==> src/rtl/mshr_file_ctrl_pkg.sv <==
// Shared types, sizing constants and helpers for the MSHR file controller.
// MSHR_N / IDX_BITS / TAG_BITS are the default geometry of the miss-handling
// bank. mshr_addr_t is the {idx, tag} pair an MSHR tracks. rr_pick returns a
// one-hot grant for the first requester at or after a pointer (wrapping).
// oh_to_idx converts a one-hot vector to its bit position.
package mshr_file_ctrl_pkg;

  localparam int MSHR_N    = 4;
  localparam int IDX_BITS  = 6;
  localparam int TAG_BITS  = 20;
  localparam int MSHR_ID_W = $clog2(MSHR_N);

  typedef struct packed {
    logic [IDX_BITS-1:0] idx;
    logic [TAG_BITS-1:0] tag;
  } mshr_addr_t;

  // First set bit of req at or after ptr, wrapping modulo n (n a power of two).
  function automatic logic [31:0] rr_pick(input logic [31:0] req,
                                          input int unsigned ptr,
                                          input int unsigned n);
    logic [31:0] grant;
    logic        found;
    logic [4:0]  j;
    grant = 32'd0;
    found = 1'b0;
    for (int k = 0; k < 32; k++) begin
      j = 5'((ptr + 32'(k)) & (n - 32'd1));
      if ((32'(k) < n) && !found && req[j]) begin
        grant[j] = 1'b1;
        found    = 1'b1;
      end else begin
        grant = grant;
      end
    end
    return grant;
  endfunction

  // Position of the lowest set bit; 0 when nothing is set.
  function automatic int unsigned oh_to_idx(input logic [31:0] oh);
    int unsigned pos;
    pos = 32'd0;
    for (int k = 31; k >= 0; k--) begin
      if (oh[k[4:0]]) begin
        pos = 32'(k);
      end else begin
        pos = pos;
      end
    end
    return pos;
  endfunction

endpackage

==> src/rtl/mshr_file_ctrl_chk.sv <==
// Protocol and invariant checker for the MSHR file controller (simulation
// only; synthesis ignores the assertions). Ports mirror the controller's
// request strobes and meta-write arbiter state.
module mshr_file_ctrl_chk #(
  parameter int N = 4
) (
  input logic         clock,
  input logic         reset,
  input logic [N-1:0] pri_val,
  input logic [N-1:0] sec_val,
  input logic         nack,
  input logic [N-1:0] mw_req,
  input logic [N-1:0] mw_grant,
  input logic         mw_lock,
  input logic [N-1:0] mw_winner
);

  a_strobe_onehot: assert property (@(posedge clock) disable iff (!reset)
    $onehot0(pri_val | sec_val))
    else $error("more than one MSHR strobe set");

  a_nack_excl: assert property (@(posedge clock) disable iff (!reset)
    !(nack && (|(pri_val | sec_val))))
    else $error("nack together with a strobe");

  a_grant_onehot: assert property (@(posedge clock) disable iff (!reset)
    $onehot0(mw_grant))
    else $error("meta-write grant not one-hot");

  a_mw_hold: assert property (@(posedge clock) disable iff (!reset)
    mw_lock |-> (|(mw_winner & mw_req)))
    else $error("meta-write requester dropped its request while locked");

endmodule

==> src/rtl/mshr_file_ctrl_rr_arbiter.sv <==
// N-way round-robin arbiter that locks onto its winner until the shared port
// accepts. Ports:
//   clock, reset  - clock, synchronous active-low reset
//   req           - request vector (already gated by the parent)
//   ready         - shared port accepts this cycle
//   grant         - one-hot grant (combinational)
//   lock, winner  - lock state and held winner, exported for checking
module mshr_file_ctrl_rr_arbiter
  import mshr_file_ctrl_pkg::*;
#(
  parameter int N = MSHR_N
) (
  input  logic         clock,
  input  logic         reset,
  input  logic [N-1:0] req,
  input  logic         ready,
  output logic [N-1:0] grant,
  output logic         lock,
  output logic [N-1:0] winner
);

  localparam int PW = $clog2(N);

  logic [PW-1:0] ptr_r;
  logic          lock_r;
  logic [N-1:0]  winner_r;
  logic [N-1:0]  grant_s;
  logic [N-1:0]  pick_s;

  // Grant selection: a held winner keeps the port, otherwise round-robin pick.
  always_comb begin
    grant_s = {N{1'b0}};
    pick_s  = N'(rr_pick(32'(req), 32'(ptr_r), 32'(N)));
    if (lock_r) begin
      // A winner that withdraws loses the grant; the lock then clears below.
      grant_s = winner_r & req;
    end else begin
      grant_s = pick_s;
    end
  end

  // Pointer / lock state update.
  always_ff @(posedge clock) begin
    if (!reset) begin
      ptr_r    <= {PW{1'b0}};
      lock_r   <= 1'b0;
      winner_r <= {N{1'b0}};
    end else if (lock_r) begin
      if (!(|(winner_r & req))) begin
        lock_r <= 1'b0;
      end else if (ready) begin
        lock_r <= 1'b0;
        ptr_r  <= PW'(oh_to_idx(32'(winner_r))) + PW'(1);
      end else begin
        lock_r <= 1'b1;
      end
    end else if (|grant_s) begin
      if (ready) begin
        ptr_r <= PW'(oh_to_idx(32'(grant_s))) + PW'(1);
      end else begin
        lock_r   <= 1'b1;
        winner_r <= grant_s;
      end
    end else begin
      lock_r <= 1'b0;
    end
  end

  assign grant  = grant_s;
  assign lock   = lock_r;
  assign winner = winner_r;

endmodule

==> src/rtl/mshr_file_ctrl.sv <==
// Front-end controller for the MSHR bank of the non-blocking data cache.
// Each miss is steered to the MSHR already holding its line (secondary),
// nacked on a set conflict or a full merge queue, or given a free MSHR in
// round-robin order (primary). Also arbitrates the MSHRs' meta-write port.
// Ports:
//   clock, reset            - clock, synchronous active-low reset
//   i_req_*/o_req_ready     - miss request from the pipe, always consumed
//   o_nack                  - request must be replayed
//   o_pri_val/i_pri_rdy     - primary allocate strobe / MSHR idle
//   o_sec_val/i_sec_rdy     - secondary merge strobe / MSHR can merge
//   i_mshr_vld/idx/tag      - per-MSHR held line, MSHR i at [i*W +: W]
//   o_alloc_id              - MSHR chosen this cycle
//   i_mw_req/o_mw_grant/i_mw_ready - meta-write arbitration
//   o_busy_cnt              - registered count of MSHRs holding a line
module mshr_file_ctrl
  import mshr_file_ctrl_pkg::*;
#(
  parameter int N_MSHRS = MSHR_N,
  parameter int IDX_W   = IDX_BITS,
  parameter int TAG_W   = TAG_BITS
) (
  input  logic                       clock,
  input  logic                       reset,
  input  logic                       i_req_valid,
  output logic                       o_req_ready,
  input  logic [IDX_W-1:0]           i_req_idx,
  input  logic [TAG_W-1:0]           i_req_tag,
  output logic                       o_nack,
  output logic [N_MSHRS-1:0]         o_pri_val,
  input  logic [N_MSHRS-1:0]         i_pri_rdy,
  output logic [N_MSHRS-1:0]         o_sec_val,
  input  logic [N_MSHRS-1:0]         i_sec_rdy,
  input  logic [N_MSHRS-1:0]         i_mshr_vld,
  input  logic [N_MSHRS*IDX_W-1:0]   i_mshr_idx,
  input  logic [N_MSHRS*TAG_W-1:0]   i_mshr_tag,
  output logic [$clog2(N_MSHRS)-1:0] o_alloc_id,
  input  logic [N_MSHRS-1:0]         i_mw_req,
  output logic [N_MSHRS-1:0]         o_mw_grant,
  input  logic                       i_mw_ready,
  output logic [$clog2(N_MSHRS):0]   o_busy_cnt
);

  localparam int ID_W = $clog2(N_MSHRS);

  logic                 out_en_r;
  logic                 live_s;
  logic [ID_W-1:0]      rr_alloc_r;
  logic                 shadow_vld_r;
  logic [ID_W-1:0]      shadow_id_r;
  mshr_addr_t           shadow_addr_r;
  logic [ID_W:0]        busy_cnt_r;

  logic [N_MSHRS-1:0]   hit_s;
  logic [N_MSHRS-1:0]   full_s;
  logic [N_MSHRS-1:0]   full_oh_s;
  logic [N_MSHRS-1:0]   free_oh_s;
  logic                 sh_hit_s;
  logic                 sh_full_s;

  logic [N_MSHRS-1:0]   pri_val_s;
  logic [N_MSHRS-1:0]   sec_val_s;
  logic                 nack_s;
  logic [ID_W-1:0]      alloc_id_s;
  logic                 new_alloc_s;

  logic [N_MSHRS-1:0]   mw_req_s;
  logic [N_MSHRS-1:0]   mw_grant_s;
  logic                 mw_lock_s;
  logic [N_MSHRS-1:0]   mw_winner_s;

  // Strobes and grants stay off while reset is low and for one cycle after.
  assign live_s = reset & out_en_r;

  // Address match against the MSHRs and the one-cycle shadow of the last
  // primary allocation (whose MSHR does not yet show its idx/tag).
  always_comb begin
    hit_s     = {N_MSHRS{1'b0}};
    full_s    = {N_MSHRS{1'b0}};
    sh_hit_s  = shadow_vld_r && (shadow_addr_r.idx == i_req_idx);
    sh_full_s = sh_hit_s && (shadow_addr_r.tag == i_req_tag);
    for (int i = 0; i < N_MSHRS; i++) begin
      hit_s[i]  = (i_mshr_vld[i] && (i_mshr_idx[i*IDX_W +: IDX_W] == i_req_idx))
                  || (sh_hit_s && (shadow_id_r == ID_W'(i)));
      full_s[i] = (i_mshr_vld[i] && (i_mshr_idx[i*IDX_W +: IDX_W] == i_req_idx)
                   && (i_mshr_tag[i*TAG_W +: TAG_W] == i_req_tag))
                  || (sh_full_s && (shadow_id_r == ID_W'(i)));
    end
    full_oh_s = N_MSHRS'(rr_pick(32'(full_s), 32'd0, 32'(N_MSHRS)));
    free_oh_s = N_MSHRS'(rr_pick(32'(i_pri_rdy), 32'(rr_alloc_r), 32'(N_MSHRS)));
  end

  // Request decision: merge, conflict nack, primary allocate, or nack.
  always_comb begin
    pri_val_s   = {N_MSHRS{1'b0}};
    sec_val_s   = {N_MSHRS{1'b0}};
    nack_s      = 1'b0;
    alloc_id_s  = {ID_W{1'b0}};
    new_alloc_s = 1'b0;
    if (!i_req_valid) begin
      nack_s = 1'b0;
    end else if (!live_s) begin
      nack_s = 1'b1;
    end else if (|full_s) begin
      alloc_id_s = ID_W'(oh_to_idx(32'(full_oh_s)));
      if (|(full_oh_s & i_sec_rdy)) begin
        sec_val_s = full_oh_s;
      end else begin
        nack_s = 1'b1;
      end
    end else if (|hit_s) begin
      nack_s = 1'b1;
    end else if (|free_oh_s) begin
      pri_val_s   = free_oh_s;
      alloc_id_s  = ID_W'(oh_to_idx(32'(free_oh_s)));
      new_alloc_s = 1'b1;
    end else begin
      nack_s = 1'b1;
    end
  end

  // Output enable, allocation pointer and shadow of the last primary.
  always_ff @(posedge clock) begin
    if (!reset) begin
      out_en_r      <= 1'b0;
      rr_alloc_r    <= {ID_W{1'b0}};
      shadow_vld_r  <= 1'b0;
      shadow_id_r   <= {ID_W{1'b0}};
      shadow_addr_r <= '0;
    end else begin
      out_en_r     <= 1'b1;
      shadow_vld_r <= new_alloc_s;
      if (new_alloc_s) begin
        rr_alloc_r    <= alloc_id_s + ID_W'(1);
        shadow_id_r   <= alloc_id_s;
        shadow_addr_r <= '{idx: i_req_idx, tag: i_req_tag};
      end else begin
        rr_alloc_r <= rr_alloc_r;
      end
    end
  end

  // Registered occupancy count.
  always_ff @(posedge clock) begin
    if (!reset) begin
      busy_cnt_r <= {(ID_W+1){1'b0}};
    end else begin
      busy_cnt_r <= (ID_W+1)'($countones(i_mshr_vld));
    end
  end

  assign mw_req_s = i_mw_req & {N_MSHRS{live_s}};

  mshr_file_ctrl_rr_arbiter #(.N(N_MSHRS)) u_mw_arb (
    .clock  (clock),
    .reset  (reset),
    .req    (mw_req_s),
    .ready  (i_mw_ready),
    .grant  (mw_grant_s),
    .lock   (mw_lock_s),
    .winner (mw_winner_s)
  );

  mshr_file_ctrl_chk #(.N(N_MSHRS)) u_chk (
    .clock     (clock),
    .reset     (reset),
    .pri_val   (pri_val_s),
    .sec_val   (sec_val_s),
    .nack      (nack_s),
    .mw_req    (mw_req_s),
    .mw_grant  (mw_grant_s),
    .mw_lock   (mw_lock_s),
    .mw_winner (mw_winner_s)
  );

  assign o_req_ready = 1'b1;
  assign o_nack      = nack_s;
  assign o_pri_val   = pri_val_s;
  assign o_sec_val   = sec_val_s;
  assign o_alloc_id  = alloc_id_s;
  assign o_mw_grant  = mw_grant_s;
  assign o_busy_cnt  = busy_cnt_r;

endmodule

==> config.mk <==
export PLATFORM = sky130hd
export DESIGN_NAME = mshr_file_ctrl
export DESIGN_NICKNAME = d
export VERILOG_FILES = /design/src/rtl/mshr_file_ctrl_pkg.sv /design/src/rtl/mshr_file_ctrl_chk.sv /design/src/rtl/mshr_file_ctrl_rr_arbiter.sv /design/src/rtl/mshr_file_ctrl.sv
export SDC_FILE = /design/constraint.sdc
export NUM_CORES = 1
export LEC_CHECK = 0
export CORE_ASPECT_RATIO = 1.4
export CORE_UTILIZATION = 45
export CTS_CLUSTER_DIAMETER = 200
export DETAILED_ROUTE_END_ITERATION = 8
export PLACE_DENSITY = 0.8
export REMOVE_ABC_BUFFERS = 1
export SLEW_MARGIN = 20
export SYNTH_ARGS = -nofsm -noshare
export SYNTH_HDL_FRONTEND = slang
export SYNTH_HIERARCHICAL = 1
export SYNTH_SLANG_ARGS = --single-unit
==> constraint.sdc <==
create_clock -name clock -period 9.85 [get_ports clock]
set_input_delay 1.97 -clock clock [delete_from_list [all_inputs] [get_ports clock]]
set_output_delay 1.97 -clock clock [all_outputs]
set_load 0.02 [all_outputs]
; Word level (Yosys, flattened, before mapping)
; Index checks and enable logic that the tools add are counted.
[classes]
n_bitwise = 12
muxes = 112
add_sub_neg = 12
order_cmp = 16
n_reduce_logical = 62
div_mod_pow = 0
n_eq_ne = 14
shift = 0
multipliers = 0
[op_table]
columns = operator, n
row1 = 20-bit == test, 5
row2 = 4-bit two-way mux, 18
row3 = 2-bit two-way mux, 34
row4 = "2-bit by 6-bit less-than comparator with 1-bit output, second input constant", 8
row5 = 1-bit two-way mux, 44
row6 = 1-bit logical AND, 35
row7 = 6-bit == test, 5
row8 = 4-bit bitwise OR, 6
row9 = 4-bit OR reduction, 6
row10 = 1-bit binary-select mux with 2-bit select, 8
row11 = 1-bit demux with 2-bit select, 8
row12 = "2-bit by 1-bit >= comparator with 1-bit output, second input constant", 8
row13 = 4-bit AND, 3
row14 = "2-bit by 1-bit adder with 2-bit output, second input constant", 5
row15 = 1-bit zero test, 9
row16 = "2-bit adder, second input constant", 4
row17 = 1-bit logical OR, 8
row18 = 3-bit AND reduction, 2
row19 = 1-bit by 1-bit adder with 2-bit output, 2
row20 = "2-bit == test, second input constant", 2
row21 = 2-bit by 2-bit adder with 3-bit output, 1
row22 = "2-bit by 1-bit == test with 1-bit output, second input constant", 1
row23 = 2-bit zero test, 1
row24 = "2-bit inequality test, second input constant", 1
row25 = 3 further kinds, 4
[totals]
ff_bits = 42
memories = 0
in_bits = 150
word_cells = 238
latch_bits = 0
mem_bits_rw = 0
mem_bits_ro = 0
out_inout_bits = 19

; Longest topological paths before layout
; Gate-level depths: netlist of the first run.
[logic_depth]
depth_word = 27
depth_mapped = 11
depth_no_buf = 10

; By module
; The synthesis of the first run kept the hierarchy.
[by_module_without_submodules]
columns = mod, cells_per_inst, n_inst, seq_area_each_um2, area_per_inst_um2
row1 = mshr_file_ctrl, 478, 1, 700.7, 4016.4
row2 = mshr_file_ctrl_rr_arbiter, 92, 1, 140.1, 842.1

; Worst setup path before layout of the first run
; No wires, ideal clock.
[synth_timing]
path_type = input port to output port
from = input port i_req_tag[3]
to = output port o_sec_val[3]
path_stages = 9
t_required_ns = 7.880
path_slack_ns = 3.350
n_path_buf = 1
arrival_ns = 4.530
path_cell_list = buf_4 > xor2_1 > or4_4 > nor4_4 > nand3_2 > mux2_4 > nor4b_2 > o31ai_2 > nor4_1
[synth_between]
elab_chain_len = 20
elab_cells_between_ends = 37
classes_between = eq/ne (5) / mux (10) / bitwise (1) / reduce/logical (21)
[synth_lines]
columns = item, line
row1 = start: declaration, mshr_file_ctrl.sv:27  ; input logic [TAG_W-1:0] i_req_tag,
row2 = 20-bit == test, mshr_file_ctrl.sv:80  ; sh_full_s = sh_hit_s && (shadow_addr_r.tag == i_req_tag);
row3 = 1-bit logical AND, mshr_file_ctrl.sv:80
row4 = 1-bit logical AND, mshr_file_ctrl.sv:86  ; || (sh_full_s && (shadow_id_r == ID_W'(i)));
row5 = 1-bit logical OR, mshr_file_ctrl.sv:86
row6 = 1-bit two-way mux, mshr_file_ctrl_pkg.sv:29  ; if ((32'(k) < n) && !found && req[j]) begin
row7 = 1-bit zero test, mshr_file_ctrl_pkg.sv:29
row8 = 1-bit logical AND, mshr_file_ctrl_pkg.sv:29
row9 = 1-bit two-way mux, mshr_file_ctrl_pkg.sv:29
row10 = (+4 left out), --
row11 = 1-bit logical AND, mshr_file_ctrl_pkg.sv:29
row12 = 1-bit two-way mux, mshr_file_ctrl_pkg.sv:29
row13 = 4-bit AND, mshr_file_ctrl.sv:105  ; if (|(full_oh_s & i_sec_rdy)) begin
row14 = 4-bit OR reduction, mshr_file_ctrl.sv:105
row15 = 4-bit two-way mux, mshr_file_ctrl.sv:105
row16 = 4-bit two-way mux *, mshr_file_ctrl.sv:103  ; end else if (|full_s) begin
row17 = 4-bit two-way mux *, mshr_file_ctrl.sv:101  ; end else if (!live_s) begin
row18 = 4-bit two-way mux *, mshr_file_ctrl.sv:99  ; if (!i_req_valid) begin
row19 = end: declaration, mshr_file_ctrl.sv:31  ; output logic [N_MSHRS-1:0] o_sec_val,
; Mark *: on every way between the ends. The rest lies on a longest branch, timed or not.

; Worst setup path after layout of the first run
[layout_timing]
from = input port i_req_idx[0]
to = output port o_sec_val[3]
[layout_between]
elab_chain_len = 21
elab_cells_between_ends = 42
classes_between = eq/ne (5) / mux (10) / bitwise (1) / reduce/logical (26)
[layout_lines]
columns = item, line
row1 = start: declaration, mshr_file_ctrl.sv:26  ; input logic [IDX_W-1:0] i_req_idx,
row2 = 6-bit == test, mshr_file_ctrl.sv:79  ; sh_hit_s = shadow_vld_r && (shadow_addr_r.idx == i_req_idx);
row3 = 1-bit logical AND, mshr_file_ctrl.sv:79
row4 = 1-bit logical AND, mshr_file_ctrl.sv:80
row5 = 1-bit logical AND, mshr_file_ctrl.sv:86
row6 = 1-bit logical OR, mshr_file_ctrl.sv:86
row7 = 1-bit two-way mux, mshr_file_ctrl_pkg.sv:29
row8 = 1-bit zero test, mshr_file_ctrl_pkg.sv:29
row9 = 1-bit logical AND, mshr_file_ctrl_pkg.sv:29
row10 = (+5 left out), --
row11 = 1-bit logical AND, mshr_file_ctrl_pkg.sv:29
row12 = 1-bit two-way mux, mshr_file_ctrl_pkg.sv:29
row13 = 4-bit AND, mshr_file_ctrl.sv:105
row14 = 4-bit OR reduction, mshr_file_ctrl.sv:105
row15 = 4-bit two-way mux, mshr_file_ctrl.sv:105
row16 = 4-bit two-way mux *, mshr_file_ctrl.sv:103
row17 = 4-bit two-way mux *, mshr_file_ctrl.sv:101
row18 = 4-bit two-way mux *, mshr_file_ctrl.sv:99
; Marked as above.

==> results by stage, run 1 <==
Setup path:
- The signal on the critical path passes through clkdlybuf4s50_1 -> xnor2_1 -> nand4_1 -> nor4_1 -> nand3_1 -> mux2_4 -> nor4b_2 -> o31ai_2 -> nor4_1 -> clkdlybuf4s50_1.
- The worst-path maximum fanout is 6.
- The critical path endpoint category is an output pin.
- The endpoint identified for the worst register-to-register timing path is shadow_addr_r[23]$_SDFFE_PN0P_.
- The worst setup path is launched from an input pin.
- The cell count of the worst reg-to-reg path is 11.
- STA puts the critical path data arrival time at 5.70 ns.
- For the worst setup path, the data required time is 7.88 ns.
- By startpoint and endpoint, the worst setup path is classified as input pin to output pin.
- The delay of the slowest cell on the worst path is ~0.71 ns.
- In this run the critical register-to-register path is launched from rr_alloc_r[0]$_SDFFE_PN0P_.
- The setup slack of the most critical reg-to-reg path is between 5 and 6 ns.
- The master of the slowest instance on the critical path is sky130_fd_sc_hd__clkdlybuf4s50_1.

Final layout:
- The layout has ~930 filler cells.
- From synthesis to final layout, the design area changed by 37.19%.
- The number of nets at the end of the flow is 874.
- The post-route netlist has 6.338% of its cells at a drive strength greater than 1.
- The multi-input combinational cells in the finished layout cover a total of 3750 um^2.
- The total inserted antenna cells is 0.
- For this run, the number of standard cells in the final layout without fillers is between 800 and 900.
- The sequential cells in the finished layout cover a total of 840.8 um^2.
- The final design utilization is a little under two thirds.

Clock tree:
- Gates resized during post-CTS repair numbered 0.
- The hold buffer count at cts is 0.
- The clock slew seen by the registers of the worst setup and hold paths is 0.06 ns.
- The buffer count from post-CTS setup fixing is 0.
- CTS built an H-tree with a depth of 2.
- Clock tree synthesis selected as its root buffer the cell sky130_fd_sc_hd__clkbuf_16.
- Buffers inserted during clock tree synthesis total 5.
- The clock reaches the later pin of the worst-skew pair after ~0.29 ns.
- The number of sinks handled by clock tree synthesis is 42.
- The clock tree buffer depth is 2.
- The TritonCTS clock tree is done.

Synth:
- The post-synthesis area per instance is 8.524 um^2.
- The number of synthesized register bits is 42.
- During synthesis, Yosys emitted a total of 6 warnings.
- In the synthesized netlist the async set-or-reset flop fraction comes to 0%.
- The synthesized instance count is 570.
- Sequential cells were found to cover between 10% and 20% of the synthesized design area.
- In this run, synthesis inferred 0 flip-flops with an integrated enable.
- The main flop type after synthesis is sky130_fd_sc_hd__dfxtp_1.
- The area share of the leading cell type in the synthesized netlist is 17.31%.
- The cell area that synthesis handed to floorplanning was 4858 um^2.
- The count of unique library cells instantiated by Yosys is 75.
- The cell type with the highest aggregate area in the netlist is sky130_fd_sc_hd__dfxtp_1.
- Ranked by total cell area, the synthesized netlist is headed by sky130_fd_sc_hd__dfxtp_1 (17%), sky130_fd_sc_hd__xnor2_1 (13%), sky130_fd_sc_hd__xor2_1 (11%), sky130_fd_sc_hd__mux2i_1 (5.8%), sky130_fd_sc_hd__nor2b_1 (5.2%).

STA:
- The tightest slew margin relative to the limit is 37.73%.
- Across all hold checks on the routed design, the worst slack comes to 0.5121 ns.
- The final-report hold violation count is 0.
- The worst path needs 7.674 ns of the cycle, external delays included.
- The achievable frequency is 130.3 MHz.
- Between clock sinks in the finished design, the worst skew comes to 0.002432 ns.
- Setup repair after global routing left no endpoint under its margin.
- The final critical path takes up 77.91% of the cycle.
- The setup-violating endpoint count in the final report is 0.
- At the pin with the least slew margin, the transition time is 0.9255 ns.
- The count of final max-slew check failures is 0.
- After routing, the total negative slack on setup checks comes to 0 ns.

Global routing:
- Entering global routing, the biggest net connects 35 pins.
- The global-route usage over all layers is between 20% and 30%.
- The number of antenna violations at the first check in global routing came to 0.
- The overflow left after global routing is 0.
- The first global-routing pass estimated 25920 um of wire.
- The number of global-route vias before repair was approximately 5200.

Place:
- The count of port buffers added during placement is 167.
- The congestion estimate from routability-driven global placement came to 0.9571.
- Once detailed placement completed, the half-perimeter wirelength came to 13940 um.
- The cell count after placement is 839.

Route:
- Dividing the detail-routed wire length by the instance count gives 19.46 um.
- For this run, design rule violations remaining after detail routing come to 0.
- The first TritonRoute pass finished after 4 iterations.
- The final route contains 4872 vias.
- In this run, the number of DRC markers left after iteration 0 of detailed routing was 280.
- The remaining number of nets flagged by the antenna check after routing is 0.
- After detailed routing, the number of vias per cell comes to 5.745.
- After detailed routing, the total wire length is 16500 um.

Floorplan:
- 169 I/O pins were placed.
- The floorplan step defined a core boundary enclosing 10460 um^2.
- Once the floorplan was initialized, standard cells occupied 46.45% of the core.
- Row generation in the floorplan step produced 44 rows.
- The floorplan step set the die height to 124.9 um.
- The die span in x is 89.82 um.
- The die covers 11220 um^2.

Worst hold path:
- The worst hold path terminates at u_mw_arb/winner[0]$_SDFFE_PN0P_.
- The startpoint identified for the worst hold timing path is u_mw_arb/winner[0]$_SDFFE_PN0P_.
- The worst hold path passes through 2 cells.
- The class of the most critical hold timing path is flop to flop.

Pwr:
- VDD sags by at most around 0.090 mV.
- The analysis attributes to cell leakage a power of roughly 2.3 nW.
- The power density normalized to cell area is approximately 120 nW/um^2.

Outcome:
- The run finished with clean final reports.

Job:
- The max-capacitance violation count is 0.
==> placed cells by master (no fill, tap or decap), types with 6 or more instances in the layout <==
master                            instances
sky130_fd_sc_hd__nand2_1                 24
sky130_fd_sc_hd__nand2b_1                 8
sky130_fd_sc_hd__inv_1                   14
sky130_fd_sc_hd__or4_1                    6
sky130_fd_sc_hd__nor4_1                  21
sky130_fd_sc_hd__ha_1                    14
sky130_fd_sc_hd__and2_1                   7
sky130_fd_sc_hd__nor2_1                  15
sky130_fd_sc_hd__xor2_1                  60
sky130_fd_sc_hd__nor2b_1                 40
sky130_fd_sc_hd__mux4_2                   6
sky130_fd_sc_hd__xnor2_1                 72
sky130_fd_sc_hd__clkdlybuf4s50_1        167
sky130_fd_sc_hd__nand3b_1                 6
sky130_fd_sc_hd__a21oi_1                 13
sky130_fd_sc_hd__nor3_1                  14
sky130_fd_sc_hd__nand4_1                 32
sky130_fd_sc_hd__mux2i_1                 28
sky130_fd_sc_hd__o21ai_1                  8
sky130_fd_sc_hd__dfxtp_1                 42
sky130_fd_sc_hd__nand3_1                 11
==> final cells by class <==
class | count | area share [%]
Multi-Input combinational cell | 477 | 56.26
Timing Repair Buffer | 169 | 25.61
Sequential cell | 42 | 12.61
Tap cell | 138 | 2.591
Clock buffer | 6 | 1.934
Inverter | 14 | 0.7884
Clock inverter | 2 | 0.2065
==> cells in the mapped netlist, types with 4 or more instances <==
master and instances:
sky130_fd_sc_hd__a21oi_1 13, sky130_fd_sc_hd__buf_2 5, sky130_fd_sc_hd__a31oi_1 4, sky130_fd_sc_hd__dfxtp_1 42, sky130_fd_sc_hd__inv_1 14, sky130_fd_sc_hd__and3_1 5, sky130_fd_sc_hd__nand2_1 24, sky130_fd_sc_hd__nand2b_1 8
sky130_fd_sc_hd__nor2_1 15, sky130_fd_sc_hd__ha_1 14, sky130_fd_sc_hd__nor3b_1 4, sky130_fd_sc_hd__or4_1 6, sky130_fd_sc_hd__nand3_1 11, sky130_fd_sc_hd__and2_1 7, sky130_fd_sc_hd__clkbuf_1 20, sky130_fd_sc_hd__mux4_2 6
sky130_fd_sc_hd__a21boi_1 5, sky130_fd_sc_hd__xor2_1 60, sky130_fd_sc_hd__xnor2_1 72, sky130_fd_sc_hd__o21ai_1 8, sky130_fd_sc_hd__mux2i_1 28, sky130_fd_sc_hd__nor3_1 14, sky130_fd_sc_hd__o21ai_0 4, sky130_fd_sc_hd__buf_4 6
sky130_fd_sc_hd__nand3b_1 6, sky130_fd_sc_hd__o31ai_1 5, sky130_fd_sc_hd__nand4_1 32, sky130_fd_sc_hd__buf_6 5, sky130_fd_sc_hd__nor2b_1 40, sky130_fd_sc_hd__nor4_1 21
==> per-layer routing <==
layer  GRT usage (%)  vias to the layer above  routed length (um)
met5               0                        -                   0
met4           16.97                        0                 901
met3           3.954                       45                 796
met2           58.01                      189                8838
met1           29.15                     2318                5964
li1                -                     2320                   -
==> through the flow <==
| step | setup WS, ns | cell area [um^2] | power, mW |
|---|---|---|---|
| final | 2.176 | 6665 | 0.7878 |
| after global routing | 1.964 | 6665 | 0.8329 |
| after CTS | 2.204 | 6638 | 0.7863 |
| after detailed placement | 2.226 | 6495 | 0.6234 |
| after global placement | 2.234 | 6495 | 0.6157 |
| after floorplan | 3.474 | 4643 | 0.4569 |
==> how the worst max path moves through the flow <==
stage / start / endpoint / slack (ns) / depth (start not counted)
after floorplan: i_req_tag[13] / o_sec_val[3] / 3.47 / 8
after global placement: i_req_idx[3] / o_sec_val[3] / 2.23 / 10
after detailed placement: i_req_idx[3] / o_sec_val[3] / 2.23 / 10
after CTS: i_req_idx[3] / o_sec_val[3] / 2.20 / 10
after global routing: i_req_idx[0] / o_sec_val[3] / 1.96 / 10
final: i_req_idx[0] / o_sec_val[3] / 2.18 / 10
==> state kept, by name, summed over array words and instances (netlist names) <==
signal / cells
shadow_addr_r: 26
u_mw_arb/winner: 4
o_busy_cnt: 3
rr_alloc_r: 2
shadow_id_r: 2
u_mw_arb/ptr_r: 2
out_en_r: 1
shadow_vld_r: 1
u_mw_arb/lock: 1
==> cells by family after synthesis <==
kind of cell / Yosys count / share of synthesized area, %
adder cells (fa/ha/maj): 15 / 4.018
multiplexers: 37 / 9.323
other: 1 / 0.07719
buffers and inverters: 51 / 5.511
flip-flops: 42 / 17.31
AO/OA/AOI/OAI: 70 / 11.25
XOR/XNOR: 133 / 24.13
AND/OR/NAND/NOR: 221 / 28.38
==> critical path: cells and delay by family <==
family	cells	cell delay [ns]
compound gates	1	0.12
xor+xnor	1	0.17
buf+inv	2	1.39
mux	1	0.37
simple gates	5	1.68
==> report_power, final <==
group          switching, mW  internal (mW)
clock                 0.0694         0.0941
combinational          0.213          0.200
sequential            0.0249          0.187
total                  0.307          0.481
No activity file was read; power rests on OpenSTA's default activity.
==> run 2, diff against run 1 <==
==> constraint.sdc (replaced) <==
create_clock -name clock -period 7.75 [get_ports clock]
set_input_delay 1.55 -clock clock [delete_from_list [all_inputs] [get_ports clock]]
set_output_delay 1.55 -clock clock [all_outputs]
set_load 0.02 [all_outputs]
==> run 2 against run 1 <==
  * Global-route usage is 0.39 points higher
  * Clock skew is 0.0034 ns higher
  * Wire length is 1.1% higher
  * Sequential share of layout area is 0.096 points lower
  * Clock power is 71% higher
  * Core utilization is 0.49 points higher
  * Sequential power is 27% higher
  * Clock-buffer cell count is 1 lower
  * Critical path type unchanged
  * Setup slack worse by 1.1 ns
  * Design area is 0.77% higher
  * Power is 36% higher
==> results by stage, run 2 (same netlist as run 1, synthesis figures left out) <==
Floorplan:
- The number of core rows is 44.
- The floorplan step defined a die boundary enclosing 11220 um^2.
- The initial core utilization is 46.45%.
- The die is 89.82 um wide.
- In this run the standard cell core region covers 10460 um^2.
- The height of the chip is 124.9 um.
- The number of placed I/O pins is around 170.

Clock tree:
- In this run, post-CTS hold repair placed 0 buffers.
- The clock tree buffer depth is 2.
- In this run the number of H-tree levels came out at 2.
- The clock tree root buffer cell is sky130_fd_sc_hd__clkbuf_16.
- TritonCTS built the clock tree.
- The number of buffers added by the clock tree synthesis step is 5.
- Counting every sink on the clock net gives 42.
- The clock slew seen by the registers of the worst setup and hold paths is 0.06 ns.
- Once the clock tree was built, the setup fixing pass inserted 0 buffers.
- Post-CTS repair changed the size of 0 cells.
- The clock latency on the worst-skew pair is around 0.29 ns.

Pwr:
- Overall power consumption after layout is estimated at 1.073 mW.
- The static leakage power is between 2 and 2.5 nW.
- For this design the ratio of total power to cell area is 159.8 nW/um^2.
- The maximum vdd drop is 0.09982 mV.

Setup path:
- The required time at the worst-slack endpoint is 6.20 ns.
- The start-to-end type of the worst setup path is input pin to output pin.
- The worst register-to-register path begins at rr_alloc_r[0]$_SDFFE_PN0P_.
- The setup slack of the most critical reg-to-reg path is 4.08 ns.
- Data on the critical path arrives at its endpoint at 5.17 ns.
- The worst-path maximum fanout is 7.
- The worst setup path is captured at an output pin.
- The cell count of the worst reg-to-reg path is 11.
- STA classifies the critical path startpoint as an input pin.
- In this run the critical register-to-register path is captured at shadow_addr_r[16]$_SDFFE_PN0P_.

Route:
- The routed via count divided by cell count is between 5 and 6.
- Across all layers, the routed design uses 4829 vias.
- The first detailed-routing pass ran for 4 iterations.
- The total detailed-routing wirelength is roughly 17000 um.
- Once detail routing completed, the nets flagged for antenna violations numbered 0.
- Dividing the detail-routed wire length by the instance count gives just under 20 um.
- The detailed-route DRC error count is 0.
- The initial DRC count is 265.

Global routing:
- The number of global-route vias before repair came to 5111.
- The number of antenna violations at the first check in global routing came to 0.
- The first-pass GRT wire length is around 26000 um.
- The pin count of the biggest net entering global routing is 45.
- Global routing finished with a remaining overflow of 0.
- Across every metal layer, demand over resource in global routing totals 29.93%.

STA:
- Static timing analysis puts the maximum clock frequency at about 150 MHz.
- Setup repair after global routing left no endpoint under its margin.
- The final-report hold violation count is 0.
- The tightest slew margin relative to the limit is between 40 and 50%.
- The post-route clock period utilization is 86.76%.
- The setup clock skew after layout is 0.005874 ns.
- The post-route worst setup slack is 1.026 ns.
- For the final routed database, the setup TNS stands at 0 ns.
- The count of final max-slew check failures is 0.
- Setup violations remaining at the end of the flow were counted as 0.
- The final period demand of the worst path is 6.724 ns.
- At the pin with the least slew margin, the transition time is 0.7811 ns.

Place:
- The HPWL after detailed placement is 14000 um.
- At the placement stage, the worst setup path has a slack of 0.9863 ns.
- At the end of routability-driven placement, the weighted congestion stood at around 1.0.
- Buffers placed on the I/O ports in this run total 167.

Final layout:
- The share of final-layout standard cells stronger than drive strength 1 is 6.610%.
- The final design utilization is approximately 64%.
- The library cell used most frequently in the layout, excluding fill and tap cells, is sky130_fd_sc_hd__clkdlybuf4s50_1.
- In the layout the commonest cells are sky130_fd_sc_hd__clkdlybuf4s50_1 (167), sky130_fd_sc_hd__xnor2_1 (72), sky130_fd_sc_hd__xor2_1 (60).
- shadow_addr_r holds more flip-flops than any other register.
- The flip-flop count of the largest register, all copies and words added is 26.
- The area growth from synthesis to layout is 38.24%.
- At the end of the flow, the number of nets in the layout was approximately 880.
- 0 antenna diodes ended up in the layout.

Worst hold path:
- The worst hold path passes through 2 cells.
- The path with the worst hold slack has its endpoint at u_mw_arb/winner[0]$_SDFFE_PN0P_.
- The worst hold path belongs to the class flop to flop.
- The startpoint of the lowest-slack hold path is u_mw_arb/winner[0]$_SDFFE_PN0P_.

Job:
- The tool flagged a number of max-cap violations equal to 0.

Outcome:
- The flow ran to the end, and the final reports show no timing, DRC or antenna violations.
## run 2: worst max-delay path by stage
stage,startpoint,endpoint,depth (start not counted)
final,i_req_tag[4],o_sec_val[2],10
after global routing,i_req_tag[4],o_sec_val[3],10
after CTS,i_req_idx[0],o_sec_val[3],10
after detailed placement,i_req_idx[0],o_sec_val[3],10
after global placement,i_req_idx[0],o_sec_val[3],10
after floorplan,i_req_tag[13],o_sec_val[3],8
## run 2: worst max-delay path, stage by stage
cell and delay (ns):
sky130_fd_sc_hd__clkdlybuf4s50_1 0.74, sky130_fd_sc_hd__xor2_1 0.17, sky130_fd_sc_hd__or4_4 0.56, sky130_fd_sc_hd__nor4_4 0.37
sky130_fd_sc_hd__nand3_2 0.15, sky130_fd_sc_hd__mux2_4 0.33, sky130_fd_sc_hd__nor4b_2 0.27, sky130_fd_sc_hd__o31ai_2 0.13
sky130_fd_sc_hd__nor3_1 0.24, sky130_fd_sc_hd__clkdlybuf4s50_1 0.66
## run 2: per-stage QoR
stage	std cells	cell area, um^2	hold WS, ns
after CTS	848	6696	0.5143
after detailed placement	840	6502	0.5048
after global placement	840	6502	0.4849
after floorplan	533	4643	0.4707
after global routing	849	6716	0.5284
final	849	6716	0.5097
## run 2: power breakdown
part / total, mW / switching (mW) / internal, mW
combinational: 0.525 / 0.272 / 0.253
clock: 0.279 / 0.0936 / 0.185
sequential: 0.270 / 0.0316 / 0.238
total: 1.07 / 0.397 / 0.676
## run 2: per-layer routing
layer | share of wire, % | routed length, um | vias to the layer above | GRT usage (%)
li1 | - | - | 2321 | -
met2 | 52 | 8659 | 217 | 55.88
met4 | 7.0 | 1169 | 0 | 21.22
met1 | 35 | 5893 | 2229 | 29.31
met3 | 5.8 | 960 | 62 | 5.718
met5 | 0 | 0 | - | 0
## run 2: cell type report
| type | count | area [um^2] |
|---|---|---|
| clock buffers | 5 | 125.1 |
| repair buffers | 170 | 1707 |
| clock inverters | 3 | 68.82 |
| fillers | 904 | 3744 |
| inverters | 14 | 52.55 |
| flip-flops and latches | 42 | 840.8 |
| well taps | 138 | 172.7 |
| multi-input cells | 477 | 3750 |
==> run 3, diff against run 2 <==
--- a/config.mk
+++ b/config.mk
@@ -6,10 +6,10 @@
 export NUM_CORES = 1
 export LEC_CHECK = 0
 export CORE_ASPECT_RATIO = 1.4
-export CORE_UTILIZATION = 45
+export CORE_UTILIZATION = 47
 export CTS_CLUSTER_DIAMETER = 200
 export DETAILED_ROUTE_END_ITERATION = 8
-export PLACE_DENSITY = 0.8
+export PLACE_DENSITY = 0.9
 export REMOVE_ABC_BUFFERS = 1
 export SLEW_MARGIN = 20
 export SYNTH_ARGS = -nofsm -noshare
==> run 3 against run 2 <==
  * Setup slack got worse by 0.16 ns
  * Worst hold slack worse by 0.0072 ns
  * Global-route usage is 1.5 points higher
==> results by stage, run 3 (same netlist as run 1, synthesis figures left out) <==
STA:
- For the pin with the worst max-slew slack, the measured transition is between 1 and 1.5 ns.
- The setup clock skew after layout is 0.008993 ns.
- The setup-violating endpoint count in the final report is 0.
- The worst path uses 88.89% of the clock period.
- Setup repair after global routing left no endpoint under its margin.
- The worst hold slack is 0.5025 ns.
- The final-report hold violation count is 0.
- For this run, the top clock speed supported by timing is 145.2 MHz.
- In this run the tightest slew margin relative to its limit is 25.31%.
- For the finished layout, the period the worst path requires is slightly below 7 ns.
- The post-route worst setup slack is ~0.86 ns.
- The setup TNS is 0 ns.
- The count of final max-slew check failures was 0.

Route:
- The routed via count divided by cell count is between 5 and 6.
- Dividing the detail-routed wire length by the instance count gives roughly 20 um.
- The total iterations of the first detailed-routing run is 5.
- The remaining number of nets flagged by the antenna check after routing is 0.
- The detailed-route DRC error count is 0.
- The routed design has approximately 17000 um of wire.
- The detailed router placed just under 5000 vias in this run.
- For this block, the initial DRC count from the detailed router was 259.

Pwr:
- In this run, the combinational gates consume just over 50% of the power.
- Net switching is approximately two fifths of the power.
- The cell internal power dissipation is 643.1 uW.
- The clock share of power is 23.5%.
- The static leakage power is 2.261 nW.
- IR analysis of the VDD net gives a maximum drop of between 0.09 and 0.1 mV.
- Total power for the finished layout comes to 1.041 mW.
- The switching power total is 398.2 uW.
- The power density normalized to cell area is 156.3 nW/um^2.
- The share of power burned in registers is between 20% and 30%.

Clock tree:
- TritonCTS built the clock tree.
- The number of sinks handled by clock tree synthesis is 42.
- The number of gates given a new drive strength after cts is 0.
- The clock tree buffer depth is 2.
- The clock latency on the worst-skew pair is 0.29 ns.
- The number of setup buffers added after CTS is 0.
- The number of buffers added by the clock tree synthesis step is 5.
- CTS placed an instance of sky130_fd_sc_hd__clkbuf_16 at the clock tree root.
- The H-tree depth is 2.
- The hold buffer count at cts is 0.
- The clock slew seen by the registers of the worst setup and hold paths is around 0.07 ns.

Floorplan:
- From bottom edge to top edge, the die measures roughly 120 um.
- The die is 87.93 um wide.
- The full die area is 10750 um^2.
- The placeable core area is ~10000 um^2.
- The number of placed I/O pins is 169.
- The number of core rows is 43.
- The initial utilization of the core area, before any placement, comes to 48.81%.

Final layout:
- The register name with the most flops is shadow_addr_r.
- The repair_antennas step left the layout with diodes totalling 0.
- The final layout contains between 800 and 900 nets.
- In the layout the commonest cells are sky130_fd_sc_hd__clkdlybuf4s50_1 (167), sky130_fd_sc_hd__xnor2_1 (72), sky130_fd_sc_hd__xor2_1 (60).
- In the final layout, the share of cells above drive strength 1 is 6.347%.
- The growth of design area from synthesis to finish is 37.08%.
- Leaving out fill and tap cells, the most frequent cell in the layout is sky130_fd_sc_hd__clkdlybuf4s50_1.
- The flip-flop count of the largest register, all copies and words added is 26.

Setup path:
- The required time at the worst-slack endpoint is 6.20 ns.
- The setup slack of the most critical reg-to-reg path is 3.76 ns.
- In this run the worst path has a maximum fanout of 6.
- The start-to-end type of the worst setup path is input pin to output pin.
- The worst register-to-register path ends at shadow_addr_r[6]$_SDFFE_PN0P_.
- In this run the critical register-to-register path is launched from rr_alloc_r[0]$_SDFFE_PN0P_.
- The launching instance or port of the critical path is i_req_idx[3].
- The worst setup path is captured at an output pin.
- The most critical setup path has its endpoint at o_sec_val[3].
- The startpoint kind of the worst setup timing path is an input pin.
- For the worst setup path, the data arrival time is about 5.3 ns.
- Measured in cells, the most critical reg-to-reg path has a length of 10.

Place:
- The routability-driven placement congestion ratio is 1.008.
- The count of port buffers added during placement is 167.
- After legalization and detailed placement, the total HPWL measured 13880 um.
- The worst setup timing slack at the placement stage is 0.9058 ns.

Global routing:
- The pin count of the biggest net entering global routing is 38.
- The number of global-route vias before repair is ~4900.
- The first-pass GRT wire length is 25230 um.
- The global-route usage over all layers is between 30% and 40%.
- The total overflow left after global routing is 0.
- The number of antenna violations at the first check in global routing is 0.

Outcome:
- The flow ran to the end, and the final reports show no timing, DRC or antenna violations.

Job:
- The tool flagged a number of max-cap violations equal to 0.

Worst hold path:
- The path class of the tightest hold or removal check is flop to flop.
run 3: cell types whose count changed in the layout (fill, tap and decap cells not counted), sizes merged:
cell and delta:
bufinv -1, inv +1, buf -2
run 3: metrics by stage:
stage          instances  util (%)  instance area, um^2
5_1_grt              844     66.91                 6660
3_5_place_dp         836     65.22                 6491
3_3_place_gp         836     65.22                 6491
4_1_cts              844     66.91                 6660
2_1_floorplan        533         -                 4643
6_report             844     66.91                 6660
run 3: layout make-up:
| cell class | count | area, um^2 |
|---|---|---|
| multi-input cells | 477 | 3750 |
| fillers | 811 | 3293 |
| repair buffers | 168 | 1679 |
| flip-flops and latches | 42 | 840.8 |
| well taps | 135 | 168.9 |
| clock buffers | 5 | 125.1 |
| inverters | 14 | 52.55 |
| clock inverters | 3 | 43.79 |
run 3: worst min-delay path by stage:
| stage | slack, ns | endpoint | startpoint | depth (start not counted) |
|---|---|---|---|---|
| after floorplan | 0.47 | u_mw_arb/winner[0]$_SDFFE_PN0P_ | u_mw_arb/winner[0]$_SDFFE_PN0P_ | 2 |
| after global placement | 0.49 | u_mw_arb/winner[0]$_SDFFE_PN0P_ | u_mw_arb/winner[0]$_SDFFE_PN0P_ | 2 |
| after detailed placement | 0.49 | u_mw_arb/winner[0]$_SDFFE_PN0P_ | u_mw_arb/winner[0]$_SDFFE_PN0P_ | 2 |
| after CTS | 0.50 | u_mw_arb/winner[0]$_SDFFE_PN0P_ | u_mw_arb/winner[0]$_SDFFE_PN0P_ | 2 |
| after global routing | 0.54 | u_mw_arb/winner[2]$_SDFFE_PN0P_ | u_mw_arb/winner[2]$_SDFFE_PN0P_ | 2 |
| final | 0.50 | u_mw_arb/winner[0]$_SDFFE_PN0P_ | u_mw_arb/winner[0]$_SDFFE_PN0P_ | 2 |
run 3: power by group through the flow:
| stage | logic (mW) | clock network [mW] | registers (mW) |
|---|---|---|---|
| global placement | 0.507 | 0 | 0.271 |
| CTS | 0.521 | 0.246 | 0.268 |
| detailed placement | 0.519 | 0 | 0.273 |
| floorplan | 0.313 | 0 | 0.267 |
| global route | 0.562 | 0.257 | 0.272 |
| finish | 0.527 | 0.245 | 0.269 |
run 3: layer usage:
metal,share of wire [%],track usage (%),vias to the layer above
li1,-,-,2318
met1,37,32.37,2232
met2,52,58.04,261
met3,6.7,6.456,56
met4,4.8,17.21,0
met5,0,0,-
run 3: worst max-delay path, stage by stage:
cell and delay (ns):
sky130_fd_sc_hd__clkdlybuf4s50_1 0.70, sky130_fd_sc_hd__xnor2_1 0.16, sky130_fd_sc_hd__nand4_1 0.10, sky130_fd_sc_hd__nor4_1 0.81, sky130_fd_sc_hd__nand3_1 0.37, sky130_fd_sc_hd__mux2_4 0.38
sky130_fd_sc_hd__nor4b_2 0.24, sky130_fd_sc_hd__o31ai_2 0.11, sky130_fd_sc_hd__nor4_1 0.23, sky130_fd_sc_hd__clkdlybuf4s50_1 0.66
